===== src/rtl/psum_depacketizer.sv =====
// psum_depacketizer: filters NoC psum packets and streams their slots, one extended psum per beat
module psum_depacketizer #(
    parameter int DWIDTH = 8,
    parameter int NPSUM = 4,
    parameter int OWIDTH = 16,
    parameter int SIGNED = 1,
    parameter int ADDRW = 4,
    parameter int TYPEW = 3,
    parameter logic [ADDRW-1:0] MY_ADDR = 4'h3,
    parameter logic [TYPEW-1:0] PSUM_TYPE = 3'd2,
    localparam int CNTW = $clog2(NPSUM + 1),
    localparam int PWIDTH = 2 * ADDRW + TYPEW + CNTW + NPSUM * DWIDTH
) (
    input  logic              clk,
    input  logic              reset,
    input  logic              in_valid,
    output logic              in_ready,
    input  logic [PWIDTH-1:0] in_packet,
    output logic              out_valid,
    input  logic              out_ready,
    output logic [OWIDTH-1:0] out_psum,
    output logic [CNTW-1:0]   out_idx,
    output logic [ADDRW-1:0]  out_src,
    output logic              out_last,
    output logic [15:0]       drop_count
);
    typedef enum logic {IDLE, STREAM} state_t;
    state_t state, state_n;
    logic [CNTW-1:0] idx, cnt, pcnt;
    logic [ADDRW-1:0] src, psrc, pdest;
    logic [TYPEW-1:0] ptype;
    logic [NPSUM*DWIDTH-1:0] slots;
    logic [DWIDTH-1:0] slot;
    logic [OWIDTH-1:0] ext;
    logic accept, good, fire, last;

    assign pdest = in_packet[PWIDTH-1 -: ADDRW];
    assign psrc = in_packet[PWIDTH-1-ADDRW -: ADDRW];
    assign ptype = in_packet[NPSUM*DWIDTH+CNTW +: TYPEW];
    assign pcnt = in_packet[NPSUM*DWIDTH +: CNTW];
    assign good = pdest == MY_ADDR && ptype == PSUM_TYPE && pcnt != '0 && pcnt <= CNTW'(NPSUM);
    // The current slot always sits at the bottom of the shifted slot register
    assign slot = slots[DWIDTH-1:0];

    if (OWIDTH == DWIDTH) begin : g_pass
        assign ext = slot;
    end else begin : g_ext
        assign ext = {{(OWIDTH-DWIDTH){SIGNED != 0 && slot[DWIDTH-1]}}, slot};
    end

    always_comb begin
        state_n = state;
        in_ready = state == IDLE && !reset;
        out_valid = state == STREAM;
        accept = in_valid && in_ready;
        fire = out_valid && out_ready;
        last = out_valid && idx == cnt - CNTW'(1);
        if (accept && good) state_n = STREAM;
        if (fire && last) state_n = IDLE;
    end

    assign out_psum = out_valid ? ext : '0;
    assign out_idx = out_valid ? idx : '0;
    assign out_src = out_valid ? src : '0;
    assign out_last = last;

    always_ff @(posedge clk or posedge reset) begin
        if (reset) begin
            state <= IDLE;
            idx <= '0;
            cnt <= '0;
            src <= '0;
            slots <= '0;
            drop_count <= '0;
        end else begin
            state <= state_n;
            if (accept && good) begin
                idx <= '0;
                cnt <= pcnt;
                src <= psrc;
                slots <= in_packet[NPSUM*DWIDTH-1:0];
            end else if (fire && !last) begin
                idx <= idx + CNTW'(1);
                slots <= slots >> DWIDTH;
            end
            if (accept && !good && drop_count != 16'hFFFF) drop_count <= drop_count + 16'd1;
        end
    end
endmodule


===== config.mk =====
export PLATFORM = sky130hd
export DESIGN_NAME = psum_depacketizer
export DESIGN_NICKNAME = d
export VERILOG_FILES = /design/src/rtl/psum_depacketizer.sv
export SDC_FILE = /design/constraint.sdc
export NUM_CORES = 1
export LEC_CHECK = 0
export CAP_MARGIN = 10
export CORE_ASPECT_RATIO = 2
export CORE_MARGIN = 2
export CORE_UTILIZATION = 50
export DETAILED_ROUTE_END_ITERATION = 8
export PLACE_DENSITY = 0.93
export SETUP_SLACK_MARGIN = 0.3
export SYNTH_ARGS = -nofsm -noshare
export SYNTH_HDL_FRONTEND = slang
export SYNTH_SLANG_ARGS = --single-unit

===== constraint.sdc =====
create_clock -name clk -period 3.2 [get_ports clk]
set_input_delay 0.8 -clock clk [delete_from_list [all_inputs] [get_ports clk]]
set_output_delay 0.8 -clock clk [all_outputs]
set_load 0.02 [all_outputs]

Word-level counts from Yosys, hierarchy flattened. Cells that the tools add are included.

Reduce and logical (&&, ||, !) cells: 18. Mux-type cells: 9. Add/subtract/negate cells: 3. Bitwise operators: 1. Equal/unequal tests: 4. Order comparisons: 1.

Operator list (number): two-way mux 32 bit (2); adder 16 x 1 -> 16 bit, second input constant (1); two-way mux 16 bit (1); != test 16 bit, second input constant (1); logical AND 1 bit (12); two-way mux 3 bit (3); == test 4 x 2 -> 1 bit, second input constant (1); two-way mux 4 bit (1); nonzero test 2 bit (2); adder 3 x 1 -> 3 bit, second input constant (1); == test 3 x 2 -> 1 bit, second input constant (1); == test 3 bit (1); <= comparator 3 bit, second input constant (1); logical NOT 1 bit (3); nonzero test 3 bit (1); subtractor 3 x 1 -> 3 bit, second input constant (1); two-way mux 1 bit (2); NOT 1 bit (1).

Register bits: 59. Output and inout bits: 42. Logic and storage cells: 42. Bits of input ports: 50.

Longest topological paths before layout. Gate-level depths: netlist (run 1).

Word-level depth: 7. Depth in mapped cells: 10. Depth with buffers taken out: 7.

Worst setup path after synthesis (run 1). OpenSTA, ideal clock, no wires.

Path type: reg-to-output. Start: register state (netlist: out_valid). End: output out_psum[10]. Data arrival time: 1509 ps. Data required time: 2400 ps. Buffers on the path: 3. Stages on the path, launching flop included: 5. Setup slack: 891 ps. Cell sequence: dfrtp_1 > clkbuf_1 > clkbuf_1 > and2_1 > buf_4.

Cells in the longest elaborated chain, start to end: 1.

RTL lines: start, declared (line 28) `state_t state, state_n;`; start signal, assigned (line 76) `state <= state_n;`; two-way mux 16 bit (line 62) `assign out_psum = out_valid ? ext : '0;`; end, declared (line 21) `output logic [OWIDTH-1:0] out_psum,`.

Every way passes these cells.

Worst setup path in the final report (run 1).
Start: input reset. End: output in_ready.

Cells in the longest elaborated chain, start to end: 2.

RTL lines: start, declared (line 15) `input logic reset,`; logical NOT 1 bit (no source line); logical AND 1 bit (line 53) `in_ready = state == IDLE && !reset;`; end, declared (line 17) `output logic in_ready,`.

Every way passes these cells.

==> impl_metrics.ini, run 1 <==
[timing]
relSlewSlack = 0.7116
fin_crit_ns = 2.772
final-setup-viol-count = 0
tightest_slew_ns = 0.4294
finClkSkew_ns = 0.006607
finalSetupTns_ns = 0
rsz0062_at_grt = no
hold_viol_final = 0
fmax_mhz = 360.7
fin_crit_sh = 0.8663
slew_viol_final = 0
whs_ns = 0.4687

[synthesis]
synth.avg_cell_area_um2 = 9.918
yosysUniqueCellTypes = 37
yosysWarnings = 0
synth-seq-cells = 59
ys_seq_area_frac = 0.5169
synth_area_um2 = 2856
syn-instance-count = 288
synth.net_count = 341

[cells_and_area]
antennaDiodeCount = 0
stdcell_count = 436
nets = 423
drive_gt1_frac = 0.08267
nFillCells = 367
area.growth.synth_to_final_pct = 42.18

[place]
place.gp.congestion = 0.8087
place_inst = 420
place_hpwl_mm = 4.757
io_buffers = 91

[cts]
h-tree-depth = 3
post_cts_buffers = 0
cts_buffers = 9
cts_root_buf = clkbuf_16
insertion_delay_ns = 0.32
clkTransAtPathRegs_ns = 0.05
cts_sinks = 59
clock_path_buffers = 2
cts_tree = built

[status]
outcome = completed

[grt]
met2_usage = 0.3439
grt_pass1_wl_mm = 11.41
grt_overflow = 0
met1_usage = 0.3139
grt_busiest_layer = met2
grt_max_degree = 39
grt_use_met3 = 0.05368
grt.total_usage = 0.2281
grt_pass1_vias = 2421
antenna_found_initial = 0

[routing]
ant_nets = 0
drtIter0Drc = 116
totalWireLength_mm = 6.686
drc = 0
post_drt_wl_per_cell_um = 15.33
viasPerCell = 5.603
vias = 2443
drt-pass1-iter-count = 4

[setup_path]
critical_path.max_stage_delay_ns = 0.60
cp.arrival_ns = 1.97
cp_common_cell = clkdlybuf4s50_1
critPathTopFamily = buffers and inverters
worstPathBufferInverterCount = 2
cp.required_ns = 2.40
slowest_stage = clkdlybuf4s50_1
critPathKind = input pin to output port
start_kind = input pin
endpoint_kind = output port
critPathMaxFanout = 3
worstPathCellList = clkdlybuf4s50_1 > nor2_1 > clkdlybuf4s50_1

[hold_path]
hp-class = flip-flop to flip-flop

[power_and_ir_drop]
power.density_nw_per_um2 = 564.5
p_leak_uw = 0.001905
ir_worst_vdd_v = 0.0006378

[die]
dieArea_um2 = 6370
row_count = 39
start_util = 0.5090
ios = 92
die_w_um = 57.45
die_h_um = 110.9
core-area_um2 = 5612

[run]
drv_cap = 0
stage by stage:
stage / cell area, µm² / total power (µW) / setup slack (ns) / utilization
2_1_floorplan: 2856 / 1084 / 0.8909 / -
3_3_place_gp: 3734 / 1256 / 0.2387 / 0.6653
3_5_place_dp: 3734 / 1277 / 0.1530 / 0.6653
4_1_cts: 4058 / 2314 / 0.4154 / 0.7231
5_1_grt: 4061 / 2379 / 0.3552 / 0.7237
6_report: 4061 / 2292 / 0.4279 / 0.7237
flip-flops by register name, summed over array words and instances (netlist names):
signal,cells
cnt,3
drop_count,16
idx,3
out_valid,1
slots,32
src,4
where the power goes:
| part | switching (µW) | internal [µW] |
|---|---|---|
| Sequential | 89.7 | 821 |
| Combinational | 164 | 197 |
| Clock | 336 | 684 |
| Total | 590 | 1700 |
cells by family (layout without fill, tap and decap cells):
family                     count (synthesis)  in the layout  share of synthesized area
and+or+nand+nor                          136            136                     0.2422
DFF                                       59             59                     0.5169
AOI/OAI and AO/OA                         41             41                     0.1042
buffers and inverters                     30            117                    0.05913
xor gates and xnor gates                  17             17                    0.05694
adders and majority gates                  3              3                    0.01314
muxes                                      2              2                   0.007446
metal layers:
layer | vias to the layer above | wire [µm]
li1 | 1151 | -
met1 | 1171 | 2799
met2 | 107 | 3348
met3 | 14 | 423
met4 | 0 | 115
met5 | - | 0
area by class of cell:
class	count	area, µm²	area share
Multi-Input combinational cell	199	1216	0.2994
Sequential cell	59	1478	0.3638
Inverter	5	18.77	0.004621
Tap cell	61	76.32	0.01879
Clock inverter	7	100.1	0.02465
Clock buffer	9	225.2	0.05545
Timing Repair Buffer	96	947.2	0.2332
placed cells by master, fill, tap and decap left out, types with 3 or more instances in the layout:
cell | synthesis | final
xor2_1 | 7 | 7
nand2_1 | 52 | 52
buf_4 | 8 | 5
dfrtp_1 | 59 | 58
nor2_1 | 14 | 13
a221o_1 | 16 | 16
ha_1 | 3 | 3
clkinvlp_4 | 0 | 3
xnor2_1 | 9 | 9
clkdlybuf4s50_1 | 0 | 90
o21ai_0 | 3 | 3
clkbuf_16 | 0 | 9
inv_1 | 5 | 4
and3_1 | 18 | 18
nand3_1 | 14 | 14
nand4_1 | 6 | 6
and2_1 | 15 | 15
a21oi_1 | 19 | 19
path summary, 6_finish.rpt:
| path | startpoint | end | slack [ns] | cells past startpoint |
|---|---|---|---|---|
| hold / removal | src[1]$_DFFE_PP0P_ | src[1]$_DFFE_PP0P_ | 0.47 | 2 |
| setup / recovery | reset | in_ready | 0.43 | 3 |
| hold reg to reg | src[1]$_DFFE_PP0P_ | src[1]$_DFFE_PP0P_ | 0.47 | 2 |
| max in group asynchronous | reset | drop_count[4]$_DFFE_PP0P_ | 1.72 | 3 |
| setup reg to reg | out_valid$_DFFE_PP0P_ | drop_count[6]$_DFFE_PP0P_ | 1.04 | 5 |
| min in group asynchronous | reset | slots[26]$_DFFE_PP0P_ | 0.84 | 2 |
Yosys cell counts, drive strengths merged:
cell type	count	share of area
a21oi	19	0.033
a221o	16	0.056
a41o	1	0.0035
and2	15	0.033
and3	18	0.039
and4	2	0.0061
buf	14	0.038
clkbuf	11	0.014
dfrtp	59	0.52
ha	3	0.013
inv	5	0.0066
mux2	1	0.0039
mux2i	1	0.0035
nand2	52	0.068
nand3	14	0.025
nand3b	1	0.0026
nand4	6	0.013
nor2	15	0.021
nor2b	1	0.0022
nor3	3	0.0070
nor3b	2	0.0053
nor4bb	1	0.0035
o21a	1	0.0026
o21ai	3	0.0053
o21ba	1	0.0035
or2	2	0.0053
or3	3	0.0083
or3b	1	0.0031
xnor2	9	0.028
xnor3	1	0.0079
xor2	7	0.021
what timing repair did:
item                                    in CTS  in global routing
hold buffers                                 0                  0
endpoints found under the setup margin       1                 17
resized for setup                            1                  2
tightest hold or removal path, delay by kind of cell, from the launching register on:
| family | cells | cell delay (ns) |
|---|---|---|
| flops | 1 | 0.33 |
| simple gates | 2 | 0.11 |
Power figures use the tool's default switching activity.
==> run 2: changes to the inputs <==
Settings changed: SLEW_MARGIN set to 20.
==> results of run 2 <==
Final layout, timing and power as in run 1 (identical DEF).
==> run 3: changes to the inputs <==
Settings changed: CORE_ASPECT_RATIO 2 to not set.
==> impl_metrics.ini, run 3 (same netlist as run 1, synthesis figures left out) <==
[die]
row_count = 27
die_h_um = 79.59
ios = 92
core-area_um2 = 5507
dieArea_um2 = 6334
start_util = 0.5187
die_w_um = 79.59

[power_and_ir_drop]
power.density_nw_per_um2 = 480.7
finalPower_uw = 1900
ir_worst_vdd_v = 0.0004176
p_leak_uw = 0.001858

[cts]
cts_root_buf = clkbuf_8
clock_path_buffers = 2
cts_buffers = 9
insertion_delay_ns = 0.33
h-tree-depth = 3
cts_tree = built
clkTransAtPathRegs_ns = 0.06
post_cts_buffers = 0
cts.hold.buffers_added = 0
cts_sinks = 59

[setup_path]
r2r_cells = 4
start_kind = input pin
worstPathCellList = clkdlybuf4s50_1 > nor2_1 > clkdlybuf4s50_1
worstPathBufferInverterCount = 2
setup.worst_path.end = in_ready
r2r_setup_slack_ns = 0.92
reg2reg_to = slots[14]$_DFFE_PP0P_
critPathTopFamily = buffers and inverters
critPathMaxFanout = 3
path_depth = 3
startpoint = reset
critical_path.max_stage_delay_ns = 0.62
slowest_stage = clkdlybuf4s50_1
endpoint_kind = output port
cp_common_cell = clkdlybuf4s50_1
cp.required_ns = 2.40
cp.arrival_ns = 1.99
r2r_start = out_valid$_DFFE_PP0P_
critPathKind = input pin to output port

[place]
dpl_worst_slack_ns = 0.1205
place.gp.congestion = 0.8379
io_buffers = 91
place_hpwl_mm = 4.862

[routing]
post_drt_wl_per_cell_um = 15.66
drtIter0Drc = 315
drt-pass1-iter-count = 4
viasPerCell = 5.512
drc = 0
vias = 2464
totalWireLength_mm = 7.000
ant_nets = 0

[timing]
final-setup-viol-count = 0
relSlewSlack = 0.5124
rsz0062_at_grt = no
tightest_slew_ns = 0.7313
finalSetupTns_ns = 0
fin_crit_ns = 2.790
finClkSkew_ns = 0.006555
final.setup.worst_slack_ns = 0.4099
whs_ns = 0.4972
fin_crit_sh = 0.8719
slew_viol_final = 0
hold_viol_final = 0
fmax_mhz = 358.4

[run]
drv_cap = 0

[cells_and_area]
antennaDiodeCount = 0
seqCellArea_um2 = 1476
area.growth.synth_to_final_pct = 38.37
mostFrequentLayoutCell = clkdlybuf4s50_1
largest_register_ff_count = 32
nets = 424
regMostFlops = slots
nFillCells = 391
layout_common_cells = 90 x clkdlybuf4s50_1, 59 x dfrtp_1, 52 x nand2_1
top_regs = slots x32, drop_count x16, src x4
multi_input_area_um2 = 1219
drive_gt1_frac = 0.08000
postLayoutCoreUtil = 0.7178

[grt]
grt_pass1_wl_mm = 11.01
grt_overflow = 0
grt_max_degree = 60
antenna_found_initial = 0
grt_pass1_vias = 2339
grt.total_usage = 0.2275

[status]
outcome = completed

[hold_path]
hp-class = flip-flop to flip-flop
[run 3: how the worst min path moves through the flow]
stage                                 endpoint  slack [ns]                       start  cells after the start
finish              drop_count[12]$_DFFE_PP0P_        0.50  drop_count[12]$_DFFE_PP0P_                      1
detailed placement          src[2]$_DFFE_PP0P_        0.48          src[2]$_DFFE_PP0P_                      2
global route                src[1]$_DFFE_PP0P_        0.52          src[1]$_DFFE_PP0P_                      2
global placement            src[3]$_DFFE_PP0P_        0.45          src[3]$_DFFE_PP0P_                      2
CTS                         src[2]$_DFFE_PP0P_        0.49          src[2]$_DFFE_PP0P_                      2
floorplan                   src[0]$_DFFE_PP0P_        0.44          src[0]$_DFFE_PP0P_                      2
[run 3: layout make-up]
type	instances	area share
clock buffer	9	0.03134
timing repair buffer	97	0.2447
clock inverter	6	0.01456
sequential	59	0.3735
multi-input combinational	199	0.3083
inverter	5	0.004748
tap	72	0.02279
[run 3: what timing repair did]
action                                  in CTS  in global routing
endpoints found under the setup margin       1                  0
endpoints found under the hold margin        0                  0
resized for setup                            1                  0
[run 3: metal layers]
metal,vias to the layer above,part of all wire,global-route usage
li1,1151,-,-
met4,0,0.021,0.1069
met2,94,0.51,0.3681
met5,-,0,0
met1,1206,0.42,0.2980
met3,13,0.057,0.03959
[run 3: stage by stage]
| stage | cell area, µm² | std cells |
|---|---|---|
| after floorplan | 2856 | 288 |
| after global placement | 3772 | 432 |
| final | 3953 | 447 |
| after detailed placement | 3772 | 432 |
| after global routing | 3953 | 447 |
| after CTS | 3953 | 447 |
[run 3: power by group]
group	switching, µW	total, µW	internal [µW]	leakage (µW)
Combinational	160	357	197	0.000972
Clock	287	636	349	0.0000946
Sequential	87.3	907	820	0.000792
Total	534	1900	1370	0.00186
